<file path="config.mk">
export PLATFORM = sky130hd
export DESIGN_NAME = apb_uart_bridge
export DESIGN_NICKNAME = d
export VERILOG_FILES = /design/src/rtl/apb_uart_pkg.sv /design/src/rtl/apb_uart_byte_fifo.sv /design/src/rtl/apb_uart_bridge.sv
export SDC_FILE = /design/constraint.sdc
export NUM_CORES = 1
export LEC_CHECK = 0
export BUFFER_PORTS_ARGS = -buffer_cell sky130_fd_sc_hd__buf_2
export CAP_MARGIN = 20
export CORE_MARGIN = 3
export CORE_UTILIZATION = 55
export CTS_BUF_LIST = sky130_fd_sc_hd__clkbuf_8
export DETAILED_ROUTE_END_ITERATION = 8
export GPL_ROUTABILITY_DRIVEN = 0
export PLACE_DENSITY_LB_ADDON = 0.08
export SYNTH_ARGS = -nofsm -noshare
export SYNTH_HDL_FRONTEND = slang
export SYNTH_SLANG_ARGS = --single-unit
</file>
<file path="constraint.sdc">
create_clock -name clk -period 8.99 [get_ports clk]
set_clock_uncertainty 0.15 [all_clocks]
set_input_delay 2.697 -clock clk [delete_from_list [all_inputs] [get_ports clk]]
set_output_delay 2.697 -clock clk [all_outputs]
set_load 0.005 [all_outputs]
</file>
<file path="src/rtl/apb_uart_pkg.sv">
// Shared definitions for the APB UART bridge: register map, STATUS/CTRL bit positions,
// TX FSM state type and a level-saturation helper.
package apb_uart_pkg;

    localparam logic [3:0] ADDR_TXDATA = 4'h0;
    localparam logic [3:0] ADDR_RXDATA = 4'h4;
    localparam logic [3:0] ADDR_STATUS = 4'h8;
    localparam logic [3:0] ADDR_CTRL   = 4'hC;

    localparam int unsigned ST_TX_LEVEL_LSB = 0;
    localparam int unsigned ST_RX_LEVEL_LSB = 8;
    localparam int unsigned ST_TX_EMPTY     = 16;
    localparam int unsigned ST_TX_FULL      = 17;
    localparam int unsigned ST_RX_EMPTY     = 18;
    localparam int unsigned ST_RX_FULL      = 19;
    localparam int unsigned ST_RX_OVF       = 20;
    localparam int unsigned ST_RX_FERR      = 21;

    localparam int unsigned CTRL_TX_EN  = 0;
    localparam int unsigned CTRL_RX_EN  = 1;
    localparam int unsigned CTRL_IE_RX  = 2;
    localparam int unsigned CTRL_IE_TX  = 3;
    localparam int unsigned CTRL_IE_ERR = 4;
    localparam int unsigned CTRL_W      = 5;

    typedef enum logic [1:0] {
        StIdle,
        StLoad,
        StWaitDone
    } tx_state_e;

    // STATUS level fields are 6 bits wide; deeper FIFOs clamp at 63.
    function automatic logic [5:0] sat_level(input logic [15:0] lvl);
        return (lvl > 16'd63) ? 6'd63 : lvl[5:0];
    endfunction

endpackage

</file>
<file path="src/rtl/apb_uart_byte_fifo.sv">
// Byte FIFO that can push up to WR_BYTES and pop up to RD_BYTES bytes per cycle.
// A push is taken only if the space existed before the cycle; a pop only if enough bytes exist.
module apb_uart_byte_fifo
    import apb_uart_pkg::*;
#(
    parameter int unsigned DEPTH    = 16,
    parameter int unsigned WR_BYTES = 4,
    parameter int unsigned RD_BYTES = 4,
    localparam int unsigned AW      = $clog2(DEPTH),
    localparam int unsigned LW      = AW + 1
) (
    input  logic                  clk,
    input  logic                  rst_n,
    input  logic [2:0]            push_cnt,
    input  logic [8*WR_BYTES-1:0] wdata,
    input  logic [2:0]            pop_cnt,
    output logic [8*RD_BYTES-1:0] rdata,
    output logic [LW-1:0]         level,
    output logic                  full,
    output logic                  empty
);

    logic [7:0]    mem [DEPTH];
    logic [AW-1:0] wr_ptr_q, rd_ptr_q;
    logic [LW-1:0] level_q, free;
    logic          do_push, do_pop;

    assign free    = LW'(DEPTH) - level_q;
    assign do_push = (push_cnt != 3'd0) && (free >= LW'(push_cnt));
    assign do_pop  = (pop_cnt != 3'd0) && (level_q >= LW'(pop_cnt));

    always_ff @(posedge clk) begin
        if (!rst_n) begin
            wr_ptr_q <= '0;
            rd_ptr_q <= '0;
            level_q  <= '0;
        end else begin
            if (do_push) wr_ptr_q <= wr_ptr_q + AW'(push_cnt);
            if (do_pop)  rd_ptr_q <= rd_ptr_q + AW'(pop_cnt);
            level_q <= level_q + (do_push ? LW'(push_cnt) : '0) - (do_pop ? LW'(pop_cnt) : '0);
        end
    end

    always_ff @(posedge clk) begin
        if (do_push) begin
            for (int i = 0; i < int'(WR_BYTES); i++) begin
                if (i < int'(push_cnt)) mem[wr_ptr_q + AW'(i)] <= wdata[8*i +: 8];
            end
        end
    end

    always_comb begin
        rdata = '0;
        for (int i = 0; i < int'(RD_BYTES); i++) begin
            rdata[8*i +: 8] = mem[rd_ptr_q + AW'(i)];
        end
    end

    assign level = level_q;
    assign full  = (level_q == LW'(DEPTH));
    assign empty = (level_q == '0);

endmodule

</file>
<file path="src/rtl/apb_uart_bridge.sv">
// APB slave bridging word accesses to byte-wide UART TX/RX FIFOs with a TX handshake FSM.
// Optional APB_UART_PSLVERR_EN: stalls and undefined offsets return pslverr instead of waiting.
module apb_uart_bridge
    import apb_uart_pkg::*;
#(
    parameter int unsigned TX_DEPTH       = 16,
    parameter int unsigned RX_DEPTH       = 16,
    parameter int unsigned BYTES_PER_WORD = 4
) (
    input  logic        clk,
    input  logic        rst_n,
    input  logic        psel,
    input  logic        penable,
    input  logic        pwrite,
    input  logic [3:0]  paddr,
    input  logic [31:0] pwdata,
    output logic [31:0] prdata,
    output logic        pready,
    output logic        pslverr,
    output logic [7:0]  tx_data,
    output logic        tx_start,
    input  logic        tx_done,
    input  logic [7:0]  rx_data,
    input  logic        rx_done,
    input  logic        rx_err,
    output logic        tx_en,
    output logic        rx_en,
    output logic        irq
);

    localparam int unsigned TXLW = $clog2(TX_DEPTH) + 1;
    localparam int unsigned RXLW = $clog2(RX_DEPTH) + 1;
    localparam logic [2:0]  BPW  = 3'(BYTES_PER_WORD);

    logic [TXLW-1:0]   tx_level;
    logic              tx_full, tx_empty;
    logic [7:0]        tx_head;
    logic [RXLW-1:0]   rx_level;
    logic              rx_full, rx_empty;
    logic [31:0]       rx_rdata;
    logic [CTRL_W-1:0] ctrl_q;
    logic              rx_ovf_q, rx_ferr_q;
    tx_state_e         tx_state_q;

    logic        access, stall, err, done;
    logic        tx_room, rx_avail;
    logic        wr_tx, rd_rx, wr_status, wr_ctrl;
    logic        rx_fire;
    logic [31:0] status_word;

    assign access   = psel & penable;
    assign tx_room  = (TXLW'(TX_DEPTH) - tx_level) >= TXLW'(BPW);
    assign rx_avail = rx_level >= RXLW'(BPW);
    assign stall    = (pwrite && (paddr == ADDR_TXDATA) && !tx_room) ||
                      (!pwrite && (paddr == ADDR_RXDATA) && !rx_avail);

`ifdef APB_UART_PSLVERR_EN
    logic addr_valid;
    assign addr_valid = (paddr == ADDR_TXDATA) || (paddr == ADDR_RXDATA) ||
                        (paddr == ADDR_STATUS) || (paddr == ADDR_CTRL);
    assign err        = stall | ~addr_valid;
    assign pready     = rst_n & access;
    assign pslverr    = rst_n & access & err;
`else
    assign err        = 1'b0;
    assign pready     = rst_n & access & ~stall;
    assign pslverr    = 1'b0;
`endif

    // An access has side effects only in the cycle it completes without error.
    assign done      = pready & ~err;
    assign wr_tx     = done & pwrite & (paddr == ADDR_TXDATA);
    assign rd_rx     = done & ~pwrite & (paddr == ADDR_RXDATA);
    assign wr_status = done & pwrite & (paddr == ADDR_STATUS);
    assign wr_ctrl   = done & pwrite & (paddr == ADDR_CTRL);
    assign rx_fire   = rx_done & ctrl_q[CTRL_RX_EN];

    apb_uart_byte_fifo #(
        .DEPTH    (TX_DEPTH),
        .WR_BYTES (4),
        .RD_BYTES (1)
    ) u_tx_fifo (
        .clk      (clk),
        .rst_n    (rst_n),
        .push_cnt (wr_tx ? BPW : 3'd0),
        .wdata    (pwdata),
        .pop_cnt  ((tx_state_q == StLoad) ? 3'd1 : 3'd0),
        .rdata    (tx_head),
        .level    (tx_level),
        .full     (tx_full),
        .empty    (tx_empty)
    );

    apb_uart_byte_fifo #(
        .DEPTH    (RX_DEPTH),
        .WR_BYTES (1),
        .RD_BYTES (4)
    ) u_rx_fifo (
        .clk      (clk),
        .rst_n    (rst_n),
        .push_cnt ((rx_fire && !rx_full) ? 3'd1 : 3'd0),
        .wdata    (rx_data),
        .pop_cnt  (rd_rx ? BPW : 3'd0),
        .rdata    (rx_rdata),
        .level    (rx_level),
        .full     (rx_full),
        .empty    (rx_empty)
    );

    always_comb begin
        status_word = '0;
        status_word[ST_TX_LEVEL_LSB +: 6] = sat_level(16'(tx_level));
        status_word[ST_RX_LEVEL_LSB +: 6] = sat_level(16'(rx_level));
        status_word[ST_TX_EMPTY]          = tx_empty;
        status_word[ST_TX_FULL]           = tx_full;
        status_word[ST_RX_EMPTY]          = rx_empty;
        status_word[ST_RX_FULL]           = rx_full;
        status_word[ST_RX_OVF]            = rx_ovf_q;
        status_word[ST_RX_FERR]           = rx_ferr_q;
    end

    always_comb begin
        prdata = '0;
        if (done && !pwrite) begin
            case (paddr)
                ADDR_RXDATA: begin
                    for (int i = 0; i < 4; i++) begin
                        if (i < int'(BYTES_PER_WORD)) prdata[8*i +: 8] = rx_rdata[8*i +: 8];
                    end
                end
                ADDR_STATUS: prdata = status_word;
                ADDR_CTRL:   prdata[CTRL_W-1:0] = ctrl_q;
                default:     prdata = '0;
            endcase
        end
    end

    // New error events win over a simultaneous write-one-to-clear.
    always_ff @(posedge clk) begin
        if (!rst_n) begin
            ctrl_q    <= '0;
            rx_ovf_q  <= 1'b0;
            rx_ferr_q <= 1'b0;
        end else begin
            if (wr_ctrl) ctrl_q <= pwdata[CTRL_W-1:0];
            rx_ovf_q  <= (rx_ovf_q & ~(wr_status & pwdata[ST_RX_OVF])) | (rx_fire & rx_full);
            rx_ferr_q <= (rx_ferr_q & ~(wr_status & pwdata[ST_RX_FERR])) | (rx_fire & rx_err);
        end
    end

    always_ff @(posedge clk) begin
        if (!rst_n) begin
            tx_state_q <= StIdle;
            tx_data    <= 8'h00;
            tx_start   <= 1'b0;
        end else begin
            tx_start <= 1'b0;
            case (tx_state_q)
                StIdle: begin
                    if (ctrl_q[CTRL_TX_EN] && !tx_empty) tx_state_q <= StLoad;
                end
                StLoad: begin
                    tx_data    <= tx_head;
                    tx_start   <= 1'b1;
                    tx_state_q <= StWaitDone;
                end
                StWaitDone: begin
                    if (tx_done) tx_state_q <= StIdle;
                end
                default: tx_state_q <= StIdle;
            endcase
        end
    end

    assign tx_en = ctrl_q[CTRL_TX_EN];
    assign rx_en = ctrl_q[CTRL_RX_EN];
    assign irq   = (ctrl_q[CTRL_IE_RX] & rx_avail) |
                   (ctrl_q[CTRL_IE_TX] & tx_empty) |
                   (ctrl_q[CTRL_IE_ERR] & (rx_ovf_q | rx_ferr_q));

endmodule

</file>
; Word-level counts from Yosys, hierarchy flattened
; Memories as Yosys holds them, arrays and structs flattened. A register that Yosys moved wholly into a read port is not among the register bits.
; Cells that the tools add are included.
[word_totals]
register_bits = 36
ram_bits = 256
input_bits = 52
output_inout_bits = 46
word_cells = 136
n_memories = 2
[classes]
add_sub_neg = 16
magnitude_cmp = 11
n_eq_ne = 9
n_mux = 32
bitwise = 28
reduce_logical = 27
[memory_table]
columns = name, words, word_bits, rd, rd_clocked_by_memory_dff, wr, line_no
row1 = u_rx_fifo.mem, 16, 8, 4, 1, 1, apb_uart_byte_fifo.sv:23  ; logic [7:0] mem [DEPTH];
row2 = u_tx_fifo.mem, 16, 8, 1, 1, 4, apb_uart_byte_fifo.sv:23
[op_table]
columns = operator, n
row1 = 27-bit case mux with 2 select lines, 1
row2 = 32-bit 2-to-1 mux, 1
row3 = 1-bit 2-to-1 mux, 20
row4 = 1-bit AND, 19
row5 = 4-bit by 2-bit adder with 4-bit output (second input constant), 4
row6 = 5-bit case mux with 3 select lines, 1
row7 = 3-bit 2-to-1 mux, 4
row8 = 3-bit nonzero test, 4
row9 = 1-bit logical AND, 11
row10 = 5-bit adder, 2
row11 = 5-bit equality test (second input constant), 2
row12 = 5-bit by 1-bit >= comparator with 1-bit output, 2
row13 = 5-bit by 3-bit >= comparator with 1-bit output, 2
row14 = 5-bit by 3-bit >= comparator with 1-bit output (second input constant), 2
row15 = 5-bit zero test, 2
row16 = 5-bit subtractor, 2
row17 = 5-bit subtractor (first input constant), 2
row18 = 4-bit by 1-bit adder with 4-bit output, 2
row19 = 4-bit by 1-bit adder with 4-bit output (second input constant), 2
row20 = 4-bit by 3-bit adder with 4-bit output, 2
row21 = 4-bit equality test (second input constant), 2
row22 = 4-bit 2-to-1 mux, 2
row23 = 1-bit zero test, 6
row24 = 1-bit by 3-bit < comparator with 1-bit output (first input constant), 2
row25 = other kinds (14), 24

; Depth between registers and ports, before layout
; Gate-level depths: netlist (run 1).
[depth]
word_depth = 15
mapped_depth = 20
ltp_nobuf = 19

; Cells and area by module
; From an unflattened synthesis (run 1), not the netlist that was laid out.
[hier_totals]
cells_unflattened = 1718
hier_area_um2 = 20971.4
[modules_own_cells]
columns = module, n_inst, cells_each, area_each_um2, seq_area_each_um2
row1 = apb_uart_byte_fifo (u_tx_fifo), 1, 992, 10617.7, 4184.0
row2 = apb_uart_byte_fifo (u_rx_fifo), 1, 561, 9081.2, 4184.0
row3 = apb_uart_bridge, 1, 165, 1272.5, 360.3

; Least setup slack after synthesis (run 1)
; Ideal clock, no wire load.
[synth_timing]
path_kind = input -> register
startpoint = input rst_n
endpoint = memory u_tx_fifo.mem[0][0] (enable)
setup_ns = 0.461
t_arrival_ns = 6.574
required_ns = 8.379
path_slack_ns = 1.805
stages = 9
n_path_buf = 1
cell_sequence = and3_1 buf_2 nand3_1 nor2_1 ha_1 or3b_4 a21oi_1 o21ai_1 nor3_1
[synth_rtl]
columns = element, line_no
row1 = from (decl), apb_uart_bridge.sv:11  ; input logic rst_n,
row2 = to (decl), apb_uart_byte_fifo.sv:23

; Worst setup path in the final report (run 1)
[layout_timing]
startpoint = input paddr[2]
endpoint = output prdata[21]
[layout_between]
elab_chain_len = 8
word_cells_on_any_way = 13
classes_between = 2 x eq/ne / 2 x mux / 2 x bitwise / 7 x reduce/logical
[layout_rtl]
columns = element, line_no
row1 = from (decl), apb_uart_bridge.sv:15  ; input logic [3:0] paddr,
row2 = 4-bit by 3-bit equality test with 1-bit output or 4-bit zero test (tied branches), "apb_uart_bridge.sv:55, apb_uart_bridge.sv:125, apb_uart_bridge.sv:54"
row3 = 1-bit logical AND (on tied branches) (2 in series), "apb_uart_bridge.sv:55, apb_uart_bridge.sv:54"
row4 = 1-bit logical OR, apb_uart_bridge.sv:54  ; assign stall = (pwrite && (paddr == ADDR_TXDATA) && !tx_room) ||
row5 = 1-bit NOT, apb_uart_bridge.sv:66  ; assign pready = rst_n & access & ~stall;
row6 = 1-bit AND, apb_uart_bridge.sv:66
row7 = 1-bit logical AND, apb_uart_bridge.sv:124  ; if (done && !pwrite) begin
row8 = 32-bit 2-to-1 mux *, apb_uart_bridge.sv:124
row9 = to (decl), apb_uart_bridge.sv:17  ; output logic [31:0] prdata,
; Every way passes the cells marked *; elsewhere a longest branch is shown, timed or not.

==> results.py, run 1 <==
metrics = {
    "status": {
        "status": "completed",
    },
    "cells_and_area": {
        "drive_gt1_share_pct": 35.38,
        "final_area_um2": 15470,
        "final-seq-area_um2": 8531,
        "fin_nets": 1040,
        "stdcell_count": 1319,
        "insertedDiodeCount": 0,
        "fillers": 1818,
        "multi_input_area_um2": 4847,
        "syn2layout_area_growth_pct": 12.87,
    },
    "critical_path": {
        "critPathKind": "in -> out",
        "critical_path_required_ns": 6.14,
        "timing.rr.start": "u_tx_fifo.level[1]",
        "cp-start-kind": "primary input",
        "crit_path_end_kind": "primary output",
        "cp_max_fo": 29,
        "worst_ep_arrival_time_ns": 4.84,
        "crit_start": "paddr[2]",
    },
    "power_and_ir_drop": {
        "power.share.switching_pct": 21.35,
        "p_int_w": 0.002089,
        "pwr-share-comb_pct": 3.1,
        "power_w": 0.002656,
        "clkPwrFrac_pct": 40.4,
        "powerDensity_nw_per_um2": 171.7,
        "power_frac_seq_pct": 56.5,
        "peakVddDrop_uv": 131.9,
        "leakage_nw": 5.458,
        "p_sw_w": 0.0005670,
    },
    "grt": {
        "grt_max_degree": 43,
        "grt_overflow_total": 0,
        "antenna_found_initial": 0,
        "first_global_vias": 8207,
        "grt_pass1_wl_um": 45130,
        "grt_usage_pct": 21.97,
    },
    "sta": {
        "worstMarginPinSlew_ns": 1.010,
        "setup_tns_ns": 0,
        "fmax_ghz": 0.1301,
        "relSlewSlack_pct": 32.59,
        "finalHoldViolations": 0,
        "min_period_over_period_pct": 85.51,
        "setup_violations": 0,
        "slew_violations": 0,
        "rsz0062_at_grt": "no",
        "period_minus_slack_ns": 7.687,
    },
    "route": {
        "viasPerCell": 5.864,
        "ant_nets": 0,
        "firstDrtPassIters": 5,
        "wl_per_cell_um": 21.94,
        "drt_iter0_markers": 552,
        "finalWirelength_um": 28940,
        "num_vias": 7735,
        "drcViolationCount": 0,
    },
    "hold_path": {
        "hold_class": "reg -> reg",
        "hp-start": "tx_data[1]",
    },
    "clock_tree": {
        "clk_pin_slew_ns": 0.06,
        "root_buffer": "clkbuf_8",
        "postCtsSetupBuffers": 0,
        "post_cts_resized": 0,
        "clk-insertion-delay-late_ns": 0.56,
        "cts_tree": "yes",
        "cts_made_buffers": 49,
        "cts_buffer_depth": 3,
        "clock-sinks": 298,
        "hold_buffers": 0,
        "htreeDepth": 2,
    },
    "job": {
        "maxCapViolations": 0,
    },
    "floorplan": {
        "rows": 57,
        "initial_core_util_pct": 56.20,
        "core-area_um2": 24390,
        "die-area_um2": 26850,
        "dieWidth_um": 163.9,
        "ioPinCount": 98,
        "dieHeight_um": 163.9,
    },
    "synthesis": {
        "synthesis.area_um2": 13710,
        "synth_seq_cells": 298,
        "synth_edf_count": 256,
        "ys_types": 61,
        "yosysWarningCount": 0,
        "synth_area_per_cell_um2": 16.42,
        "synth_top_area_cell": "edfxtp_1",
        "synth_top_area_share_pct": 56.08,
        "syn_inst": 835,
        "ys_seq_area_share_pct": 62.22,
        "yosys-top-cells-area": "edfxtp_1, mux4_2, dfxtp_1",
        "syn-num-nets": 918,
        "synthArstFlopShare_pct": 0,
        "ys.flop_type": "edfxtp_1",
    },
    "place": {
        "placed_area_um2": 14570,
        "place_inst": 1229,
        "port_buffers": 96,
        "hpwl_um": 18700,
    },
}
## cells by family (layout without fill, tap and decap cells)
family                   count (synthesis)  count (layout)  synth area share (%)
flip-flops                             298             298                 62.22
XOR/XNOR                                 8               8                0.5112
AO/OA/AOI/OAI                           85              85                 4.956
other                                    1               1               0.02736
adder cells (fa/ha/maj)                 31              31                 2.885
AND/OR/NAND/NOR                        139             139                 6.024
multiplexers                           196             196                 20.87
buffers and inverters                   77             237                 2.510
## registers in the layout (all words and copies together), names as in the netlist, 4 cells and up, named ones only
name,count
u_tx_fifo.mem,128
u_tx_fifo.level,5
u_rx_fifo.mem,128
u_rx_fifo.wr_ptr_q,4
u_rx_fifo.level,5
ctrl_q,5
u_tx_fifo.rd_ptr_q,4
tx_data,8
## per-stage QoR
step / setup WS (ns) / hold slack (ns) / utilization [%]
2_1_floorplan: 1.805 / 0.3097 / -
6_report: 1.303 / 0.3383 / 63.43
5_1_grt: 1.111 / 0.3797 / 63.43
3_5_place_dp: 1.367 / 0.3253 / 59.73
3_3_place_gp: 1.517 / 0.2972 / 59.70
4_1_cts: 1.361 / 0.3417 / 63.40
## critical path, stage by stage
cell and delay [ns]:
buf_2 0.21, nor4b_2 0.55, and4b_1 0.96, a22o_1 0.30, buf_2 0.12
## cell usage after synthesis, drive strengths merged (13+ instances only)
master and n:
nor3 13, a22oi 20, o21ai 16, mux4 50
mux2i 48, buf 23, dfxtp 42, and2 29
clkbuf 33, nand2 23, nor2b 14, mux2 98
inv 21, ha 30, edfxtp 256
## metal layers
metal	wire length, um	global-route usage (%)	vias to the layer above
met3	1586	3.657	62
met4	653	7.343	0
met1	11670	28.16	3895
met5	0	0	-
met2	15030	38.25	239
li1	-	-	3539
## power groups by stage
stage	logic, W	registers, W	clock network, W
3_3_place_gp	0.0000772	0.00153	0
2_1_floorplan	0.0000427	0.00153	0
3_5_place_dp	0.0000814	0.00153	0
4_1_cts	0.0000819	0.00150	0.00110
6_report	0.0000821	0.00150	0.00107
5_1_grt	0.0000897	0.00150	0.00117
## cells in the final DEF, fill, tap and decap left out, types with 8 or more instances in the layout
master      n
edfxtp_1  256
ha_1       30
nand2b_1    9
buf_4      30
buf_2      96
a22oi_1    20
nor2b_1    14
clkbuf_8   54
and2_1     29
clkinv_1    8
inv_1      41
mux4_2     50
nand2_1    23
mux2_4     40
mux2_2     58
dfxtp_1    40
a22o_1     11
o21ai_0    15
mux2i_1    48
a32oi_1     9
nor3_1     11
nor2_1      9
## path summary, 6_finish.rpt
path,to,slack [ns],cells after the start
worst max-delay path,prdata[21],1.30,5
worst min-delay path,tx_data[1],0.34,2
worst max register to register,u_tx_fifo.mem[10][3],4.17,15
worst min register to register,tx_data[1],0.34,2
## cell type report
type                            count  area share, %
Clock buffer                       54          4.804
Clock inverter                     35         0.9867
Inverter                           21         0.5095
Multi-Input combinational cell    460          31.33
Sequential cell                   298          55.14
Tap cell                          324          2.620
Timing Repair Buffer              127          4.610
Note: power is estimated with default switching activity, not from simulation.
==> run 2: changes to the inputs <==
Settings changed: BUFFER_PORTS_ARGS -buffer_cell sky130_fd_sc_hd__buf_2 to unset, DONT_BUFFER_PORTS set to 1.
==> results.py, run 2 (synthesis gave the netlist of run 1 again) <==
metrics = {
    "clock_tree": {
        "cts_tree": "yes",
        "clock-sinks": 298,
        "root_buffer": "clkbuf_8",
        "clk_pin_slew_ns": 0.05,
        "htreeDepth": 2,
        "clk-insertion-delay-late_ns": 0.56,
        "post_cts_resized": 0,
        "postCtsSetupBuffers": 0,
        "cts_buffer_depth": 3,
        "cts_made_buffers": 49,
        "hold_buffers": 0,
    },
    "route": {
        "finalWirelength_um": 29190,
        "num_vias": 7309,
        "drt_iter0_markers": 433,
        "drcViolationCount": 0,
        "firstDrtPassIters": 5,
        "wl_per_cell_um": 23.84,
        "ant_nets": 0,
        "viasPerCell": 5.971,
    },
    "hold_path": {
        "hold_class": "reg -> reg",
    },
    "critical_path": {
        "critPathKind": "in -> out",
        "critPathMaxStageDelay_ns": 0.93,
        "crit_path_end_kind": "primary output",
        "crit_slowest_cell": "and4b_1",
        "critical_path.cell_chain": "nor4b_2 -> and4b_1 -> a22o_1",
        "critical_path_required_ns": 6.14,
        "worst_ep_arrival_time_ns": 4.51,
        "cp_max_fo": 29,
        "cp-start-kind": "primary input",
    },
    "job": {
        "maxCapViolations": 0,
    },
    "cells_and_area": {
        "drive_gt1_share_pct": 29.44,
        "final_common_cell": "edfxtp_1",
        "syn2layout_area_growth_pct": 10.07,
        "final_cell_mix": "edfxtp_1, mux2_2, clkbuf_8",
        "insertedDiodeCount": 0,
        "fin_nets": 942,
        "reg_top3": "u_rx_fifo.mem: 128 flops, u_tx_fifo.mem: 128 flops, tx_data: 8 flops",
    },
    "sta": {
        "setup_tns_ns": 0,
        "rsz0062_at_grt": "no",
        "slew_violations": 0,
        "period_minus_slack_ns": 7.361,
        "worst_slack_ns": 1.629,
        "min_period_over_period_pct": 81.88,
        "fmax_ghz": 0.1358,
        "relSlewSlack_pct": 30.58,
        "finalHoldViolations": 0,
        "setup_violations": 0,
        "worstMarginPinSlew_ns": 1.039,
    },
    "power_and_ir_drop": {
        "power_w": 0.002740,
        "peakVddDrop_uv": 186.7,
        "leakage_nw": 5.042,
        "powerDensity_nw_per_um2": 181.6,
    },
    "place": {
        "port_buffers": 0,
        "hpwl_um": 18820,
        "dp_slack_ns": 1.614,
    },
    "floorplan": {
        "dieHeight_um": 163.9,
        "initial_core_util_pct": 56.20,
        "ioPinCount": 98,
        "die-area_um2": 26850,
        "rows": 57,
        "core-area_um2": 24390,
        "dieWidth_um": 163.9,
    },
    "status": {
        "status": "completed",
    },
    "grt": {
        "grt_pass1_wl_um": 44760,
        "grt_usage_pct": 22.02,
        "grt_overflow_total": 0,
        "first_global_vias": 7888,
        "antenna_found_initial": 0,
        "grt_max_degree": 44,
    },
}
run 2: cell count changes in the layout (fill, tap and decap cells not counted), sizes merged:
cell and change:
buf -97, inv -2, clkbuf -3, clkinv +1, clkinvlp +2, bufinv +4
run 2: path summary, 6_finish.rpt:
check / from / end / slack [ns] / depth (start not counted)
setup / recovery: paddr[1] / prdata[21] / 1.63 / 3
hold / removal: u_tx_fifo.rd_ptr_q[0] / u_tx_fifo.rd_ptr_q[0] / 0.35 / 2
setup reg to reg: u_tx_fifo.level[1] / u_tx_fifo.level[4] / 4.28 / 19
hold reg to reg: u_tx_fifo.rd_ptr_q[0] / u_tx_fifo.rd_ptr_q[0] / 0.35 / 2
run 2: cell type report:
type                       instances  area, um2
multi-input combinational        460       4847
timing repair buffer              29      215.2
inverter                          21      78.83
clock buffer                      52      715.7
fill                            1846       9304
clock inverter                    40      294.0
sequential                       298       8531
tap                              324      405.4
run 2: layer usage:
| layer | wire, um | part of all wire (%) | GRT usage (%) |
|---|---|---|---|
| met4 | 634 | 2.2 | 5.959 |
| met5 | 0 | 0 | 0 |
| met3 | 1532 | 5.2 | 4.842 |
| met2 | 16030 | 55 | 41.85 |
| met1 | 10990 | 38 | 24.84 |
run 2: worst max-delay path, delay by kind of cell:
kind            cells  cell delay, ns
compound gates      1            0.31
simple gates        2            1.50
run 2: report_power, final:
| group | leakage (nW) | switching (W) | internal, W |
|---|---|---|---|
| logic | 1.82 | 0.0000150 | 0.0000280 |
| registers | 2.64 | 0.000000531 | 0.00150 |
| clock network | 0.579 | 0.000538 | 0.000659 |
| total | 5.04 | 0.000553 | 0.00219 |
run 2: through the flow:
stage,instance area (um2),std cells,utilization (%),hold slack (ns)
global placement,14050,1128,57.60,0.3219
global route,15090,1224,61.85,0.3743
CTS,15090,1224,61.85,0.3561
floorplan,13710,835,-,0.3097
finish,15090,1224,61.85,0.3534
detailed placement,14080,1132,57.72,0.3513
==> run 3: changes to the inputs <==
Clock period 8.99 ns to 6.1 ns, I/O delays scaled along.
==> results.py, run 3 (synthesis gave the netlist of run 1 again) <==
metrics = {
    "critical_path": {
        "critPathMaxStageDelay_ns": 0.53,
        "crit_path_end_kind": "primary output",
        "critical_path_required_ns": 4.12,
        "cp-start-kind": "primary input",
        "reg2reg_depth": 19,
        "critical_path.cell_chain": "nor4b_2 -> and4b_1 -> buf_4 -> a22o_1",
        "crit_slowest_cell": "nor4b_2",
        "crit_buf_inv": 1,
        "timing.rr.start": "u_tx_fifo.level[1]",
        "cp_top_family": "simple AND/OR/NAND/NOR gates",
        "cp_max_fo": 29,
        "r2r_end": "u_tx_fifo.level[4]",
        "critPathKind": "in -> out",
        "regToRegSetupSlack_ns": 1.42,
        "worst_ep_arrival_time_ns": 3.20,
    },
    "route": {
        "num_vias": 7304,
        "wl_per_cell_um": 23.35,
        "met2_length_um": 15090,
        "drcViolationCount": 0,
        "viasPerCell": 5.972,
        "dr_wl_met3_um": 1552,
        "finalWirelength_um": 28560,
        "ant_nets": 0,
        "drt_iter0_markers": 526,
        "firstDrtPassIters": 5,
        "drt-met1-wl_um": 11310,
        "top_layer": "met4",
    },
    "grt": {
        "grt_usage_pct": 21.89,
        "grt_max_degree": 47,
        "first_global_vias": 7665,
        "grt_overflow_total": 0,
        "grt_pass1_wl_um": 44260,
        "antenna_found_initial": 0,
    },
    "place": {
        "placed_area_um2": 14090,
        "hpwl_um": 18620,
        "place_inst": 1134,
        "port_buffers": 0,
    },
    "sta": {
        "setup_violations": 0,
        "period_minus_slack_ns": 5.183,
        "relSlewSlack_pct": 27.50,
        "rsz0062_at_grt": "no",
        "slew_violations": 0,
        "setup_tns_ns": 0,
        "min_period_over_period_pct": 84.96,
        "fmax_ghz": 0.1930,
        "worstMarginPinSlew_ns": 1.088,
        "finalHoldViolations": 0,
        "hold_ws_ns": 0.3324,
    },
    "floorplan": {
        "core-area_um2": 24390,
        "dieWidth_um": 163.9,
        "rows": 57,
        "dieHeight_um": 163.9,
        "ioPinCount": 98,
        "die-area_um2": 26850,
        "initial_core_util_pct": 56.20,
    },
    "power_and_ir_drop": {
        "powerDensity_nw_per_um2": 257.5,
        "clkPwrFrac_pct": 41.3,
        "power.share.switching_pct": 20.14,
        "p_sw_w": 0.0007798,
        "p_int_w": 0.003093,
        "leakage_nw": 5.033,
        "peakVddDrop_uv": 192.6,
        "pwr-share-comb_pct": 1.6,
        "power_frac_seq_pct": 57.1,
    },
    "hold_path": {
        "min_to": "u_tx_fifo.rd_ptr_q[1]",
        "hp-start": "u_tx_fifo.rd_ptr_q[1]",
        "worstHoldPathCells": 2,
        "hold_class": "reg -> reg",
    },
    "clock_tree": {
        "clock-sinks": 298,
        "cts_made_buffers": 48,
        "clk_pin_slew_ns": 0.06,
        "root_buffer": "clkbuf_8",
        "cts_tree": "yes",
        "postCtsSetupBuffers": 0,
        "htreeDepth": 2,
        "hold_buffers": 0,
        "post_cts_resized": 0,
        "clk-insertion-delay-late_ns": 0.55,
        "cts_buffer_depth": 3,
    },
    "cells_and_area": {
        "final_cell_mix": "edfxtp_1, mux2_2, clkbuf_8",
        "insertedDiodeCount": 0,
        "drive_gt1_share_pct": 29.03,
        "fin_nets": 944,
        "syn2layout_area_growth_pct": 9.721,
        "fillers": 1866,
        "final-seq-area_um2": 8531,
        "reg_top3": "u_rx_fifo.mem: 128 flops, u_tx_fifo.mem: 128 flops, tx_data: 8 flops",
        "final_common_cell": "edfxtp_1",
        "stdcell_count": 1223,
        "multi_input_area_um2": 4847,
        "postLayoutCoreUtil_pct": 61.66,
        "final_area_um2": 15040,
    },
    "job": {
        "maxCapViolations": 0,
    },
    "status": {
        "status": "completed",
    },
}
## run 3: how the worst max path moves through the flow
stage          startpoint                   to  slack, ns  cells after the start
2_1_floorplan       rst_n  u_tx_fifo.mem[0][0]      -0.22                      9
3_3_place_gp     paddr[1]           prdata[21]       1.03                      4
3_5_place_dp     paddr[1]   u_tx_fifo.level[4]       0.86                     14
4_1_cts          paddr[1]           prdata[21]       0.93                      4
5_1_grt          paddr[1]           prdata[21]       0.78                      4
6_report         paddr[1]           prdata[21]       0.92                      4
## run 3: power groups by stage
stage	Clock, W	Sequential (W)	Combinational [W]
2_1_floorplan	0	0.00225	0.0000629
3_3_place_gp	0	0.00225	0.0000603
3_5_place_dp	0	0.00225	0.0000626
4_1_cts	0.00164	0.00221	0.0000631
5_1_grt	0.00174	0.00221	0.0000687
6_report	0.00160	0.00221	0.0000630
## run 3: worst min-delay path, delay by kind of cell (launching register included)
kind             cells  cell delay (ns)
muxes                1             0.05
DFF                  1             0.34
and+or+nand+nor      1             0.06
## run 3: layout make-up
| class | instances | area share [%] |
|---|---|---|
| Multi-Input combinational cell | 460 | 32.23 |
| Tap cell | 324 | 2.696 |
| Timing Repair Buffer | 32 | 1.730 |
| Clock buffer | 56 | 5.125 |
| Sequential cell | 298 | 56.72 |
| Clock inverter | 32 | 0.9734 |
| Inverter | 21 | 0.5241 |
## run 3: through the flow
| step | setup WS [ns] | total power, W |
|---|---|---|
| floorplan | -0.2182 | 0.002317 |
| global placement | 1.034 | 0.002315 |
| detailed placement | 0.8592 | 0.002317 |
| CTS | 0.9333 | 0.003916 |
| global route | 0.7754 | 0.004021 |
| finish | 0.9174 | 0.003873 |
## run 3: routing by layer
metal | track usage [%] | up-vias
met2 | 39.62 | 185
met4 | 5.844 | 0
met1 | 26.69 | 3728
li1 | - | 3340
met3 | 4.666 | 51
met5 | 0 | -
